### src/rtl/cipher_pkg.sv
// Shared definitions for the keypad cipher sequencer: state encoding,
// default datapath widths and the slot-count helper.
package cipher_pkg;

    localparam int CIPHER_ADDR_W = 2;
    localparam int CIPHER_DATA_W = 4;

    typedef enum logic [2:0] {
        ST_IDLE = 3'd0,
        ST_WORD = 3'd1,
        ST_KEY  = 3'd2,
        ST_RUN  = 3'd3,
        ST_DONE = 3'd4
    } state_t;

    function automatic int slot_count(input int addr_w);
        return 1 << addr_w;
    endfunction

endpackage

### src/rtl/entry_slot_counter.sv
// Write-address counter for one SRAM: advances on each accepted entry,
// wraps after the last slot and latches a sticky full flag until cleared.
module entry_slot_counter #(
    parameter int ADDR_W = 2
) (
    input  logic              clk,
    input  logic              rst,
    input  logic              inc,
    input  logic              clr,
    output logic [ADDR_W-1:0] count,
    output logic              wrap,
    output logic              full
);

    assign wrap = inc && !full && (count == '1);

    always_ff @(posedge clk or negedge rst) begin
        if (!rst) begin
            count <= '0;
            full  <= 1'b0;
        end else if (clr) begin
            count <= '0;
            full  <= 1'b0;
        end else if (inc && !full) begin
            count <= count + 1'b1;
            if (wrap) begin
                full <= 1'b1;
            end
        end
    end

endmodule

### src/rtl/cipher_seq_ctrl.sv
// Keypad cipher sequencer: steers digit writes into the word/key SRAMs and
// sweeps the shared read address. Optional macro: CIPHER_CLEAR_ON_ENTRY_EN.
module cipher_seq_ctrl
    import cipher_pkg::*;
#(
    parameter int ADDR_W = CIPHER_ADDR_W,
    parameter int DATA_W = CIPHER_DATA_W,
    parameter int DWELL  = 8
) (
    input  logic              clk,
    input  logic              rst,
    input  logic [DATA_W-1:0] digit,
    input  logic              digit_vld,
    input  logic              star,
    input  logic              sharp,
    output logic              word_we,
    output logic              key_we,
    output logic [DATA_W-1:0] wr_data,
    output logic [ADDR_W-1:0] wr_addr,
    output logic [ADDR_W-1:0] rd_addr,
    output logic              rd_vld,
    output logic              word_full,
    output logic              key_full,
    output logic              done,
    output logic [2:0]        state
);

    localparam int                DW_W       = (DWELL > 1) ? $clog2(DWELL) : 1;
    localparam logic [DW_W-1:0]   DWELL_LAST = DW_W'(DWELL - 1);
    localparam logic [ADDR_W-1:0] ADDR_LAST  = ADDR_W'(slot_count(ADDR_W) - 1);

    state_t              cur_state;
    state_t              nxt_state;
    logic                ev_star;
    logic                ev_sharp;
    logic                ev_digit;
    logic                word_inc;
    logic                key_inc;
    logic                word_clr;
    logic                key_clr;
    logic [ADDR_W-1:0]   word_cnt;
    logic [ADDR_W-1:0]   key_cnt;
    logic                word_wrap;
    logic                key_wrap;
    logic                unused_wrap;
    logic [DW_W-1:0]     dwell_cnt;

    // The sticky full flags already capture the wrap events we care about.
    assign unused_wrap = word_wrap | key_wrap;

`ifdef CIPHER_CLEAR_ON_ENTRY_EN
    logic              clr_busy;
    logic [ADDR_W-1:0] clr_addr;
    logic              pend_star;
    logic              pend_sharp;
    logic              entering;

    // Keys pressed during the zero sweep are held and replayed once it ends.
    assign ev_star  = !clr_busy && (star || pend_star);
    assign ev_sharp = !clr_busy && (sharp || pend_sharp) && !(star || pend_star);
    assign ev_digit = !clr_busy && digit_vld && !star && !sharp;
    assign entering = (cur_state == ST_IDLE) &&
                      ((nxt_state == ST_WORD) || (nxt_state == ST_KEY));

    always_ff @(posedge clk or negedge rst) begin
        if (!rst) begin
            clr_busy   <= 1'b0;
            clr_addr   <= '0;
            pend_star  <= 1'b0;
            pend_sharp <= 1'b0;
        end else begin
            if (entering) begin
                clr_busy <= 1'b1;
                clr_addr <= '0;
            end else if (clr_busy) begin
                clr_addr <= clr_addr + 1'b1;
                if (clr_addr == ADDR_LAST) begin
                    clr_busy <= 1'b0;
                end
            end
            if (clr_busy) begin
                if (star) begin
                    pend_star <= 1'b1;
                end else if (sharp) begin
                    pend_sharp <= 1'b1;
                end
            end else begin
                pend_star  <= 1'b0;
                pend_sharp <= 1'b0;
            end
        end
    end
`else
    assign ev_star  = star;
    assign ev_sharp = sharp && !star;
    assign ev_digit = digit_vld && !star && !sharp;
`endif

    assign word_inc = (cur_state == ST_WORD) && ev_digit && !word_full;
    assign key_inc  = (cur_state == ST_KEY)  && ev_digit && !key_full;

    entry_slot_counter #(.ADDR_W(ADDR_W)) u_word_cnt (
        .clk   (clk),
        .rst   (rst),
        .inc   (word_inc),
        .clr   (word_clr),
        .count (word_cnt),
        .wrap  (word_wrap),
        .full  (word_full)
    );

    entry_slot_counter #(.ADDR_W(ADDR_W)) u_key_cnt (
        .clk   (clk),
        .rst   (rst),
        .inc   (key_inc),
        .clr   (key_clr),
        .count (key_cnt),
        .wrap  (key_wrap),
        .full  (key_full)
    );

    always_ff @(posedge clk or negedge rst) begin
        if (!rst) begin
            cur_state <= ST_IDLE;
        end else begin
            cur_state <= nxt_state;
        end
    end

    always_comb begin
        nxt_state = cur_state;
        word_clr  = 1'b0;
        key_clr   = 1'b0;
        case (cur_state)
            ST_IDLE: begin
                if (ev_star) begin
                    nxt_state = ST_WORD;
                end else if (ev_sharp) begin
                    nxt_state = ST_KEY;
                end
            end
            ST_WORD: begin
                if (ev_star) begin
                    nxt_state = ST_IDLE;
                end else if (ev_sharp) begin
                    nxt_state = ST_KEY;
                end
            end
            ST_KEY: begin
                if (ev_star) begin
                    nxt_state = ST_WORD;
                end else if (ev_sharp) begin
                    nxt_state = (word_full && key_full) ? ST_RUN : ST_IDLE;
                end
            end
            ST_RUN: begin
                if (ev_star || ev_sharp) begin
                    nxt_state = ST_IDLE;
                end else if ((rd_addr == ADDR_LAST) && (dwell_cnt == DWELL_LAST)) begin
                    nxt_state = ST_DONE;
                end
            end
            ST_DONE: begin
                if (ev_star || ev_sharp) begin
                    nxt_state = ST_IDLE;
                    word_clr  = 1'b1;
                    key_clr   = 1'b1;
                end
            end
            default: nxt_state = ST_IDLE;
        endcase
`ifdef CIPHER_CLEAR_ON_ENTRY_EN
        if ((cur_state == ST_IDLE) && (nxt_state == ST_WORD)) begin
            word_clr = 1'b1;
        end
        if ((cur_state == ST_IDLE) && (nxt_state == ST_KEY)) begin
            key_clr = 1'b1;
        end
`endif
    end

    // Strobes are registered so each write lands exactly one cycle after its digit.
    always_ff @(posedge clk or negedge rst) begin
        if (!rst) begin
            word_we <= 1'b0;
            key_we  <= 1'b0;
            wr_data <= '0;
            wr_addr <= '0;
        end else begin
            word_we <= word_inc;
            key_we  <= key_inc;
            if (word_inc) begin
                wr_data <= digit;
                wr_addr <= word_cnt;
            end else if (key_inc) begin
                wr_data <= digit;
                wr_addr <= key_cnt;
            end
`ifdef CIPHER_CLEAR_ON_ENTRY_EN
            if (clr_busy) begin
                word_we <= (cur_state == ST_WORD);
                key_we  <= (cur_state == ST_KEY);
                wr_data <= '0;
                wr_addr <= clr_addr;
            end
`endif
        end
    end

    // The read address only moves while RUN continues; any exit parks it at 0.
    always_ff @(posedge clk or negedge rst) begin
        if (!rst) begin
            rd_addr   <= '0;
            dwell_cnt <= '0;
        end else if ((cur_state == ST_RUN) && (nxt_state == ST_RUN)) begin
            if (dwell_cnt == DWELL_LAST) begin
                dwell_cnt <= '0;
                rd_addr   <= rd_addr + 1'b1;
            end else begin
                dwell_cnt <= dwell_cnt + 1'b1;
            end
        end else begin
            rd_addr   <= '0;
            dwell_cnt <= '0;
        end
    end

    assign rd_vld = (cur_state == ST_RUN);
    assign done   = (cur_state == ST_DONE);
    assign state  = cur_state;

endmodule

### config.mk
export PLATFORM = sky130hd
export DESIGN_NAME = cipher_seq_ctrl
export DESIGN_NICKNAME = d
export VERILOG_FILES = /design/src/rtl/cipher_pkg.sv /design/src/rtl/entry_slot_counter.sv /design/src/rtl/cipher_seq_ctrl.sv
export SDC_FILE = /design/constraint.sdc
export NUM_CORES = 1
export LEC_CHECK = 0
export BUFFER_PORTS_ARGS = -buffer_cell sky130_fd_sc_hd__buf_2
export CAP_MARGIN = 30
export CELL_PAD_IN_SITES_DETAIL_PLACEMENT = 2
export CELL_PAD_IN_SITES_GLOBAL_PLACEMENT = 2
export CORE_AREA = 3 3 64 66
export CTS_CLUSTER_DIAMETER = 50
export CTS_CLUSTER_SIZE = 14
export DETAILED_ROUTE_END_ITERATION = 12
export DIE_AREA = 0 0 67 69
export PLACE_DENSITY = 0.75
export SYNTH_ARGS = -nofsm -noshare
export SYNTH_HDL_FRONTEND = slang
export SYNTH_SLANG_ARGS = --single-unit
### constraint.sdc
create_clock -name clk -period 2.1 [get_ports clk]
set_clock_uncertainty 0.2 [all_clocks]
set_input_delay 0.105 -clock clk [delete_from_list [all_inputs] [get_ports clk]]
set_output_delay 0.105 -clock clk [all_outputs]
set_load 0.02 [all_outputs]
==> qor.csv <==
metric,value,unit
fin_crit,1.99,ns
syn_avg_cell_area,11.1,um^2
wirelength,2.72,mm
drv_cap,0,
grt_max_degree,23,
cts_tree,built,
antenna_found_initial,0,
async_flop_share,1.00,
synth_commonest_cells,"dfrtp_1, nor2_1, a21oi_1, o21ai_0, ha_1",
cp-end-kind,flop,
drtPass1Iterations,3,
critPathSlowestCell,or4b_1,
syn-instance-count,95,
power.total,1.24,mW
critPathKind,in2reg,
die_y,69,um
final_area,0.00137,mm^2
clkLatencyLatePin,0.26,ns
hold_viol,0,
routed-wl-met3,75,um
area_growth,30.1,%
max_stage_delay,0.60,ns
synth_nets,109,
worstPathArrival,1.94,ns
place_area,0.00124,mm^2
drive_gt1_frac,0.305,
grt_pass1_wl,4.99,mm
grt_pass1_vias,989,
timing.fmax,0.503,GHz
worst-endpoint-required,2.05,ns
yosysWarningCount,0,
yosys.area.top_type,dfrtp_1,
reg2regPathDepth,5,
vias,856,
drcViolationCount,0,
setup_tns,0,ns
wl_per_cell,15.2,um
htree_levels,1,
hpwlAfterDp,2.02,mm
ys_seq_elements,22,
multi_input_area,463,um^2
cp_cell_sequence,"dlygate4sd3_1, buf_2, or4b_1, or3_1, o31a_1",
syn_area,0.00105,mm^2
crit_path_max_fanout,6,
cts_setup_buffers,0,
slew_violations,0,
die_area,0.00462,mm^2
min_path_type,in2reg,
synthDistinctLibCells,35,
ys.flop_type,dfrtp_1,
period_share,0.947,
fill_cells,415,
overflow,0,
initial_core_util,0.290,
ys_seq_area_frac,0.523,
startpoint_type,input pin,
ios,26,
tightestPinTransition,0.509,ns
n_antenna_cell,0,
clk_pin_slew,0.08,ns
ant_nets,0,
ys_top_cells_by_area,"dfrtp_1, ha_1, nor2_1",
clk_path_buf_depth,2,
power_density,907,mW/mm^2
regArea,551,um^2
rsz0062_at_grt,false,
cts_sinks,22,
met2WireLength,1.53,mm
gp_congestion,0.777,
wl_met1,1.11,mm
groute.usage.overall,0.137,
num_rows,22,
core-area,0.00363,mm^2
drt_iter0_markers,13,
final_nets,146,
max_slew_margin,0.661,
vdd_drop_max,0.327,mV
cts_buffers,3,
root_buffer,clkbuf_8,
die_w,67,um
synth_edf_count,0,
status,completed,
yosys.area.top_type_share,0.523,
hold_depth,3,
port_buffers,25,
yosysMostFrequentCell,dfrtp_1,
p_leak,0.669,nW
top_layer,met3,
setup_viol,0,
avgViaCountPerCell,4.78,
[cells in the final DEF, fill, tap and decap left out, types with 4 or more instances in the layout]
cell type / count
a21oi_1: 6
nand3_1: 4
inv_1: 4
dlygate4sd3_1: 7
o21ai_0: 5
dfrtp_1: 22
clkbuf_8: 4
buf_2: 25
nor2_1: 9
ha_1: 5
buf_4: 4
[power breakdown]
part	leakage [nW]	internal [mW]	total (mW)	switching (mW)
clock	0.0288	0.167	0.299	0.132
sequential	0.286	0.518	0.591	0.0726
combinational	0.354	0.149	0.352	0.203
total	0.669	0.834	1.24	0.408
[registers in the layout (all words and copies together), names as in the netlist]
signal / count
key_we: 1
u_word_cnt.count: 2
word_we: 1
state: 3
u_key_cnt.count: 2
dwell_cnt: 3
rd_addr: 2
u_key_cnt.full: 1
u_word_cnt.full: 1
wr_data: 4
wr_addr: 2
[cell families after synthesis]
| group | after synthesis | share of synthesized area |
|---|---|---|
| buffers and inverters | 8 | 0.0368 |
| xor gates and xnor gates | 1 | 0.00832 |
| adders and majority gates | 5 | 0.0595 |
| and+or+nand+nor | 31 | 0.181 |
| DFF | 22 | 0.523 |
| AOI/OAI and AO/OA | 23 | 0.139 |
| muxes | 5 | 0.0523 |
[layout make-up]
class	instances	area share
clock buffers	4	0.0402
inverters	4	0.0110
multi-input cells	65	0.338
flip-flops and latches	22	0.402
well taps	48	0.0439
repair buffers	36	0.165
[per-layer routing]
layer / vias to the layer above / GRT usage
li1: 419 / -
met1: 427 / 0.163
met2: 10 / 0.253
met3: 0 / 0.0342
met4: 0 / 0.00676
met5: - / 0
[worst max-delay path, delay by kind of cell]
kind | cells | cell delay (ns)
compound gates | 1 | 0.12
buf+inv | 2 | 0.71
simple gates | 2 | 1.00
[final timing paths]
kind,startpoint,end,slack [ns]
worst min register to register,dwell_cnt[0]$_DFF_PN0_,dwell_cnt[0]$_DFF_PN0_,0.25
max in group asynchronous,rst,wr_data[2]$_DFFE_PN0P_,1.21
worst min-delay path,sharp,state[1]$_DFF_PN0_,0.02
min in group asynchronous,rst,u_key_cnt.count[0]$_DFFE_PN0P_,0.15
worst max register to register,dwell_cnt[0]$_DFF_PN0_,state[2]$_DFF_PN0_,0.14
worst max-delay path,star,wr_addr[0]$_DFFE_PN0P_,0.11
[stage by stage]
step / worst slack (ns) / util / instances / hold WS, ns
after detailed placement: 0.249 / 0.342 / 168 / -0.0874
after CTS: 0.114 / 0.377 / 179 / 0.0181
after floorplan: 0.0350 / - / 95 / -0.391
after global routing: 0.00454 / 0.377 / 179 / 0.0476
final: 0.112 / 0.377 / 179 / 0.0231
after global placement: 0.304 / 0.342 / 168 / -0.0991
[repair_timing]
action,in CTS,in global routing
resized for setup,0,1
hold buffers,7,0
hold endpoints to repair,28,0
endpoints found under the setup margin,0,1
No activity file was read; power rests on OpenSTA's default activity.
